--- config.mk ---
export PLATFORM = sky130hd
export DESIGN_NAME = fetch_stage_flat
export DESIGN_NICKNAME = d
export VERILOG_FILES = /design/src/rtl/fetch_stage_if.sv /design/src/rtl/fetch_stage.sv /design/src/flat_wrapper.sv
export SDC_FILE = /design/constraint.sdc
export NUM_CORES = 1
export LEC_CHECK = 0
export ABC_AREA = 1
export CORE_UTILIZATION = 51
export DETAILED_ROUTE_END_ITERATION = 10
export GPL_ROUTABILITY_DRIVEN = 0
export PLACE_DENSITY_LB_ADDON = 0.25
export SYNTH_ARGS = -nofsm -noshare
export SYNTH_HDL_FRONTEND = slang
export SYNTH_SLANG_ARGS = --single-unit
--- constraint.sdc ---
create_clock -name clk -period 3.6 [get_ports clk]
set_clock_uncertainty 0.05 [all_clocks]
set_input_delay 0.9 -clock clk [delete_from_list [all_inputs] [get_ports clk]]
set_output_delay 0.9 -clock clk [all_outputs]
set_load 0.05 [all_outputs]
--- src/rtl/fetch_stage_if.sv ---
// Instruction-memory port of the fetch stage: registered one-cycle request, response strobe with data.
interface fetch_stage_if #(
  parameter int unsigned PC_WIDTH   = 32,
  parameter int unsigned INST_WIDTH = 32
);
  logic                  imem_req;
  logic [PC_WIDTH-1:0]   imem_addr;
  logic                  imem_rvalid;
  logic [INST_WIDTH-1:0] imem_rdata;

  modport master (
    output imem_req,
    output imem_addr,
    input  imem_rvalid,
    input  imem_rdata
  );

  modport slave (
    input  imem_req,
    input  imem_addr,
    output imem_rvalid,
    output imem_rdata
  );
endinterface

--- src/rtl/fetch_stage.sv ---
// Instruction-fetch stage plus IF/ID register: owns the PC, keeps one imem request in flight,
// absorbs stalls and discards wrong-path responses. Define FETCH_PERF_CNT_EN for flush/stall counters.
module fetch_stage #(
  parameter int unsigned           PC_WIDTH   = 32,
  parameter int unsigned           INST_WIDTH = 32,
  parameter logic [PC_WIDTH-1:0]   RESET_PC   = 32'h0000_0000,
  parameter logic [INST_WIDTH-1:0] NOP_INST   = 32'h0000_0013
) (
  input  logic                  clk,
  input  logic                  reset_n,
  input  logic                  pc_sel,
  input  logic                  IF_flush,
  input  logic [PC_WIDTH-1:0]   br_target,
  input  logic                  stall,
  fetch_stage_if.master         imem,
  output logic                  if_id_valid,
  output logic [PC_WIDTH-1:0]   if_id_pc,
  output logic [INST_WIDTH-1:0] if_id_inst
`ifdef FETCH_PERF_CNT_EN
  ,
  output logic [31:0]           flush_cnt,
  output logic [31:0]           stall_cnt
`endif
);

  typedef enum logic [1:0] {
    S_IDLE,
    S_WAIT,
    S_HOLD,
    S_DROP
  } state_e;

  state_e                state_q, state_d;
  logic [PC_WIDTH-1:0]   pc_q, pc_d;
  logic                  req_q, req_d;
  logic [PC_WIDTH-1:0]   addr_q, addr_d;
  logic                  valid_q, valid_d;
  logic [PC_WIDTH-1:0]   id_pc_q, id_pc_d;
  logic [INST_WIDTH-1:0] id_inst_q, id_inst_d;
  logic [INST_WIDTH-1:0] hold_q, hold_d;

  logic                  rvalid;
  logic [PC_WIDTH-1:0]   pc_inc;
  logic [PC_WIDTH-1:0]   redirect_pc;
  logic                  issue_en;
  logic                  load_en;
  logic [INST_WIDTH-1:0] load_inst;
  logic                  br_target_unused;

  assign rvalid           = imem.imem_rvalid;
  assign pc_inc           = pc_q + PC_WIDTH'(4);
  assign redirect_pc      = {br_target[PC_WIDTH-1:2], 2'b00};
  assign br_target_unused = ^br_target[1:0];

  // Every issued request goes to the next PC, so pc_d doubles as the request address.
  // NOTE: each signal written here gets a default first, so no path can infer a latch.
  always_comb begin
    state_d   = state_q;
    pc_d      = pc_q;
    hold_d    = hold_q;
    issue_en  = 1'b0;
    load_en   = 1'b0;
    load_inst = imem.imem_rdata;

    if (pc_sel) pc_d = redirect_pc;

    unique case (state_q)
      S_IDLE: issue_en = 1'b1;
      S_WAIT: begin
        if (rvalid) begin
          if (pc_sel) begin
            issue_en = 1'b1;
          end else if (stall) begin
            hold_d  = imem.imem_rdata;
            state_d = S_HOLD;
          end else begin
            load_en  = 1'b1;
            pc_d     = pc_inc;
            issue_en = 1'b1;
          end
        end else if (pc_sel) begin
          state_d = S_DROP;
        end
      end
      S_HOLD: begin
        if (pc_sel) begin
          issue_en = 1'b1;
        end else if (!stall) begin
          load_en   = 1'b1;
          load_inst = hold_q;
          pc_d      = pc_inc;
          issue_en  = 1'b1;
        end
      end
      S_DROP: begin
        // The wrong-path response retires the outstanding slot; refetch at the latest target.
        if (rvalid) issue_en = 1'b1;
      end
      default: state_d = S_IDLE;
    endcase

    if (issue_en) state_d = S_WAIT;
    req_d  = issue_en;
    addr_d = issue_en ? pc_d : addr_q;
  end

  always_comb begin
    valid_d   = valid_q;
    id_pc_d   = id_pc_q;
    id_inst_d = id_inst_q;
    if (load_en && !IF_flush) begin
      valid_d   = 1'b1;
      id_pc_d   = pc_q;
      id_inst_d = load_inst;
    end else if (IF_flush || !stall) begin
      valid_d   = 1'b0;
      id_inst_d = NOP_INST;
    end
  end

  // NOTE: sequential state is updated only with non-blocking assignments.
  always_ff @(posedge clk) begin
    if (!reset_n) begin
      state_q   <= S_IDLE;
      pc_q      <= RESET_PC;
      req_q     <= 1'b0;
      addr_q    <= '0;
      valid_q   <= 1'b0;
      id_pc_q   <= '0;
      id_inst_q <= NOP_INST;
    end else begin
      state_q   <= state_d;
      pc_q      <= pc_d;
      req_q     <= req_d;
      addr_q    <= addr_d;
      valid_q   <= valid_d;
      id_pc_q   <= id_pc_d;
      id_inst_q <= id_inst_d;
    end
  end

  // NOTE: hold_q is written on every entry to HOLD and read only there, so it carries no reset.
  always_ff @(posedge clk) begin
    hold_q <= hold_d;
  end

  assign imem.imem_req  = req_q;
  assign imem.imem_addr = addr_q;
  assign if_id_valid    = valid_q;
  assign if_id_pc       = id_pc_q;
  assign if_id_inst     = id_inst_q;

`ifdef FETCH_PERF_CNT_EN
  logic [31:0] flush_cnt_q, flush_cnt_d;
  logic [31:0] stall_cnt_q, stall_cnt_d;

  always_comb begin
    flush_cnt_d = flush_cnt_q;
    stall_cnt_d = stall_cnt_q;
    if (IF_flush && valid_q && (flush_cnt_q != 32'hFFFF_FFFF)) flush_cnt_d = flush_cnt_q + 32'd1;
    if (stall && (stall_cnt_q != 32'hFFFF_FFFF)) stall_cnt_d = stall_cnt_q + 32'd1;
  end

  always_ff @(posedge clk) begin
    if (!reset_n) begin
      flush_cnt_q <= '0;
      stall_cnt_q <= '0;
    end else begin
      flush_cnt_q <= flush_cnt_d;
      stall_cnt_q <= stall_cnt_d;
    end
  end

  assign flush_cnt = flush_cnt_q;
  assign stall_cnt = stall_cnt_q;
`endif

endmodule

--- src/flat_wrapper.sv ---
// flat-port wrapper written by rule: the top's interface ports become plain ports
module fetch_stage_flat 
#(
  parameter int unsigned           PC_WIDTH   = 32,
  parameter int unsigned           INST_WIDTH = 32,
  parameter logic [PC_WIDTH-1:0]   RESET_PC   = 32'h0000_0000,
  parameter logic [INST_WIDTH-1:0] NOP_INST   = 32'h0000_0013
)
  (clk, reset_n, pc_sel, IF_flush, br_target, stall, if_id_valid, if_id_pc, if_id_inst, imem_imem_req, imem_imem_addr, imem_imem_rvalid, imem_imem_rdata);
  fetch_stage_if #(.PC_WIDTH(PC_WIDTH), .INST_WIDTH(INST_WIDTH)) imem_i ();
  input  logic clk;
  input  logic reset_n;
  input  logic pc_sel;
  input  logic IF_flush;
  input  logic [PC_WIDTH-1:0] br_target;
  input  logic stall;
  output logic if_id_valid;
  output logic [PC_WIDTH-1:0] if_id_pc;
  output logic [INST_WIDTH-1:0] if_id_inst;
  output wire logic [$bits(imem_i.imem_req)-1:0] imem_imem_req;
  output wire logic [$bits(imem_i.imem_addr)-1:0] imem_imem_addr;
  input wire logic [$bits(imem_i.imem_rvalid)-1:0] imem_imem_rvalid;
  input wire logic [$bits(imem_i.imem_rdata)-1:0] imem_imem_rdata;
  assign imem_imem_req = imem_i.imem_req;
  assign imem_imem_addr = imem_i.imem_addr;
  assign imem_i.imem_rvalid = imem_imem_rvalid;
  assign imem_i.imem_rdata = imem_imem_rdata;
  fetch_stage #(.PC_WIDTH(PC_WIDTH), .INST_WIDTH(INST_WIDTH), .RESET_PC(RESET_PC), .NOP_INST(NOP_INST)) u_core (.clk(clk), .reset_n(reset_n), .pc_sel(pc_sel), .IF_flush(IF_flush), .br_target(br_target), .stall(stall), .imem(imem_i), .if_id_valid(if_id_valid), .if_id_pc(if_id_pc), .if_id_inst(if_id_inst));
endmodule
# Word-level counts from Yosys, hierarchy flattened
# Index checks and enable logic that the tools add are counted.
[op_classes]
reduce_logical = 15
mul = 0
n_shift = 0
n_eq_ne = 5
n_bitwise = 2
div = 0
n_lt_le_gt_ge = 0
n_addsub = 1
n_mux = 26
[ops]
columns = ["op", "count"]
rows = [
  ["$mux 32", 9],
  ["$pmux 32 s2", 1],
  ["$add 32x3->32 const B", 1],
  ["$mux 1", 10],
  ["$mux 2", 4],
  ["$reduce_and 4->1", 2],
  ["$reduce_bool 2->1", 4],
  ["$reduce_bool 3->1", 2],
  ["$eq 2x2->1 const B", 2],
  ["$pmux 1 s4", 1],
  ["$ne 3x2->1 const B", 1],
  ["$reduce_and 3->1", 1],
  ["$eq 2x1->1 const B", 1],
  ["$logic_not 1->1", 2],
  ["$logic_not 2->1", 1],
  ["$ne 2x2->1 const B", 1],
  ["$not 1->1", 2],
  ["$pmux 1 s2", 1],
  ["$reduce_or 2->1", 1],
  ["$logic_and 1x1->1", 1],
  ["$logic_or 1x1->1", 1],
]
[totals]
output_inout_bits = 98
word_cells = 58
latchBits = 0
rom_bits = 0
n_memories = 0
ramBits = 0
ff_bits = 164

# Logic depth before layout (Yosys ltp)
[logic_depth]
ltp_word = 6
mapped_depth = 14

# Worst setup path before layout
# Ideal clock, no wire load.
[synth_path]
path_kind = "input-to-reg"
from = "in pc_sel"
to = "reg u_core.state_q[0]"
path_buffers = 2
path_slack_ns = 0.395
stages = 5
required_ns = 3.427
arrival_time_ns = 3.033
path_cell_list = "buf_2 clkbuf_1 nor2_1 a221o_1 nand2_1"
[synth_via]
elab_chain_cells = 5
[synth_lines]
columns = ["item", "line_no", "rtl"]
rows = [
  ["start: declaration", "flat_wrapper.sv:13", "input logic pc_sel;"],
  ["$mux 1", "fetch_stage.sv:71", "if (pc_sel) begin"],
  ["$mux 1", "fetch_stage.sv:70", "if (rvalid) begin"],
  ["$pmux 1 s4", "fetch_stage.sv:67", "unique case (state_q)"],
  ["$ne 3x2->1 (no source line), or another cell as far along", "--", ""],
  ["$reduce_and 4->1 (no source line)", "--", ""],
  ["end signal: assignment", "fetch_stage.sv:132", "state_q <= state_d;"],
  ["end: declaration", "fetch_stage.sv:33", "state_e state_q, state_d;"],
]
# Several ways; a longest one is shown, not always the timed one.
# A chain may end at the register's enable or synchronous reset.

# Worst setup path in the final report
[layout_path]
from = "in imem_imem_rvalid"
to = "reg u_core.id_inst_q[10] (netlist: u_core.if_id_inst[10])"
[layout_via]
elab_chain_cells = 4
[layout_lines]
columns = ["item", "line_no", "rtl"]
rows = [
  ["start: declaration", "flat_wrapper.sv:22", "input wire logic [$bits(imem_i.imem_rvalid)-1:0] imem_imem_rvalid;"],
  ["$mux 1 *", "fetch_stage.sv:70", ""],
  ["$pmux 1 s2 *", "fetch_stage.sv:67", ""],
  ["$logic_and 1x1->1 *", "fetch_stage.sv:111", "if (load_en && !IF_flush) begin"],
  ["$mux 32 or $reduce_bool 2->1 (tied branches)", "--", ""],
  ["end signal: assignment", "fetch_stage.sv:138", "id_inst_q <= id_inst_d;"],
  ["end: declaration", "fetch_stage.sv:39", "logic [INST_WIDTH-1:0] id_inst_q, id_inst_d;"],
]
# Every way passes the cells marked *; elsewhere a longest branch is shown, timed or not.

==> flow_summary.ini <==
[status]
status = finished, final reports clean

[yosys]
seq_area_frac_synth_pct = 47.3
synth.ff_latch_count = 164
synth_compound_area_share_pct = 18.3
synth_edf_count = 32
synth_top_cell_area_share_pct = 34.7
async_flop_share_pct = 0
synth.mux.area_fraction_pct = 0.131
synth_fa_ha_area_share_pct = 0.822
synthCells = 1078
synthSimpleGateAreaFrac_pct = 26.2
yosysMostFrequentCell = nand2_1
synth_top_area_cell = dfxtp_1
avgSynthCellArea_um2 = 7.06
synth_flop_cell = dfxtp_1
yosysWarnings = 0
synth_top_family_by_area = simple AND/OR/NAND/NOR gates
synth-xor-area-share_pct = 0.115
yosys.cell_types.count = 33
syn-num-nets = 1153
synth_area_um2 = 7610
yosys-top-cells-count = nand2_1, dfxtp_1, o21ai_0
synthTopCellsByArea = dfxtp_1, nand2_1, edfxtp_1

[route]
wl_per_cell_um = 14.9
vias_per_cell = 5.36
vias = 7628
routed_wl_um = 21100
route.antenna.remaining_nets = 0
firstDrtPassIters = 7
drc_errors = 0
drt_iter0_markers = 703

[die]
initial_core_util_pct = 52.4
dieArea_um2 = 15400
io_pins = 168
die_width_um = 124
rows = 44
dieHeight_um = 124
coreArea_um2 = 14500

[timing]
period_minus_slack_ps = 2720
setup_violations = 0
relSlewSlack_pct = 52.8
period_share_pct = 75.6
hold_viol_final = 0
rsz0062_at_grt = false
slew_violations = 0
worstMarginPinSlew_ps = 706
setup-tns-final_ps = 0
max_freq_ghz = 0.367

[min_path]
hold_path.class = flip-flop to flip-flop
hold_end = u_core.imem.imem_addr[21]$_SDFFE_PN0P_
hold_path_depth = 2
worstHoldStart = u_core.imem.imem_addr[21]$_SDFFE_PN0P_

[power]
max-vdd-ir-drop_uv = 359
power_mw = 5.29
p_leak_nw = 4.10
power_density_nw_per_um2 = 528

[clocking]
clock-root-buffer = clkbuf_16
clockBufferDepth = 2
cts_tree = built
numCtsBuffers = 17
insertion_delay_ps = 440
htreeDepth = 4
cts_setup_buffers = 0
clkSlewWorstSetupHoldPaths_ps = 70
post_cts_resized = 0
cts_sinks = 164
ctsHoldBuffers = 0

[cells_and_area]
insertedDiodeCount = 0
area_growth_pct = 31.7
drive_above_1_share_pct = 5.00
nNetsFinal = 1301

[grt]
grt_pass1_wl_um = 33800
grt_start_max_net_pins = 64
track_usage_pct = 28.6
overflow = 0
first_global_vias = 7013
antenna_found_initial = 0

[place]
port_buffers = 165
dp_hpwl_um = 14700

[run]
drv_cap = 0

[critical_path]
cp_max_fo = 38
reg2reg_to = u_core.imem.imem_addr[20]$_SDFFE_PN0P_
reg2reg_slack_ps = 960
reg2reg_depth = 9
r2r-start = u_core.state_q[0]$_SDFFE_PN0P_
end_kind = flip-flop
arrival_ps = 3040
start_kind = input pin
path_class = input pin to flip-flop
cp.required_ps = 3920
## cell families after synthesis
kind of cell | after synthesis
simple gates | 509
compound gates | 262
flops | 164
buf+inv | 136
fa+ha+maj | 5
xor+xnor | 1
mux | 1
## power breakdown
part / switching, mW / total (mW) / internal (mW)
combinational: 0.845 / 1.24 / 0.398
clock: 0.785 / 1.89 / 1.10
sequential: 0.116 / 2.16 / 2.05
## registers in the layout, indices dropped and copies added (netlist names)
register,count
u_core.imem.imem_req,1
u_core.if_id_pc,32
u_core.if_id_inst,32
u_core.state_q,2
u_core.pc_q,32
u_core.hold_q,32
u_core.imem.imem_addr,32
u_core.if_id_valid,1
## worst max-delay path, cell delays in order
cell	delay (ps)
clkdlybuf4s50_1	610
nor2_1	80
inv_2	190
nand2_2	90
nor2_4	100
inv_2	100
nor2_4	120
inv_2	270
a31oi_1	290
o21ai_1	110
a21oi_1	150
## cell type report
cell class	instances	area, um^2
clock inverter	14	176
clock buffer	18	429
tap	184	230
inverter	80	300
timing repair buffer	185	1800
fill	1259	4500
multi-input combinational	778	3490
sequential	164	3600
## layer usage
metal,GRT usage (%),vias to the layer above,routed length (um)
li1,-,3821,-
met1,37.4,3449,9210
met2,45.0,315,9830
met3,6.55,43,1650
met4,12.7,0,458
met5,0,-,0
## cell usage in the layout, fill, tap and decap left out, types with 3 or more instances in the layout
| master | Yosys | routed |
|---|---|---|
| bufinv_16 | 0 | 3 |
| a21oi_1 | 75 | 75 |
| edfxtp_1 | 32 | 32 |
| clkbuf_16 | 0 | 17 |
| nor2_4 | 3 | 5 |
| a31oi_1 | 30 | 30 |
| o21ai_0 | 108 | 108 |
| clkdlybuf4s50_1 | 0 | 165 |
| nand2_1 | 372 | 372 |
| o21ai_1 | 32 | 32 |
| nand3_1 | 33 | 33 |
| o22ai_1 | 5 | 5 |
| ha_1 | 5 | 5 |
| nor2_1 | 95 | 91 |
| clkinv_1 | 1 | 3 |
| dfxtp_1 | 132 | 132 |
| inv_2 | 4 | 4 |
| nand3b_1 | 3 | 3 |
| buf_4 | 1 | 20 |
| inv_1 | 75 | 75 |
| o211ai_1 | 3 | 3 |
## per-stage QoR
step	hold slack [ps]	util, %	worst slack, ps	instance area (um^2)	std cells
2_1_floorplan	404	-	395	7610	1078
3_3_place_gp	389	64.9	487	9430	1391
3_5_place_dp	392	64.9	473	9430	1391
4_1_cts	407	69.0	884	10000	1423
5_1_grt	422	69.0	673	10000	1423
6_report	404	69.0	877	10000	1423
## worst max-delay path by stage
stage                startpoint                                     end  cells after the start
2_1_floorplan            pc_sel          u_core.state_q[0]$_SDFFE_PN0P_                      5
3_5_place_dp              stall  u_core.imem.imem_addr[16]$_SDFFE_PN0P_                      9
3_3_place_gp             pc_sel  u_core.imem.imem_addr[20]$_SDFFE_PN0P_                      8
4_1_cts        imem_imem_rvalid      u_core.if_id_inst[20]$_SDFFE_PN0P_                     11
5_1_grt        imem_imem_rvalid      u_core.if_id_inst[20]$_SDFFE_PN0P_                     11
6_report       imem_imem_rvalid      u_core.if_id_inst[10]$_SDFFE_PN0P_                     11
No activity file was read; power rests on OpenSTA's default activity.
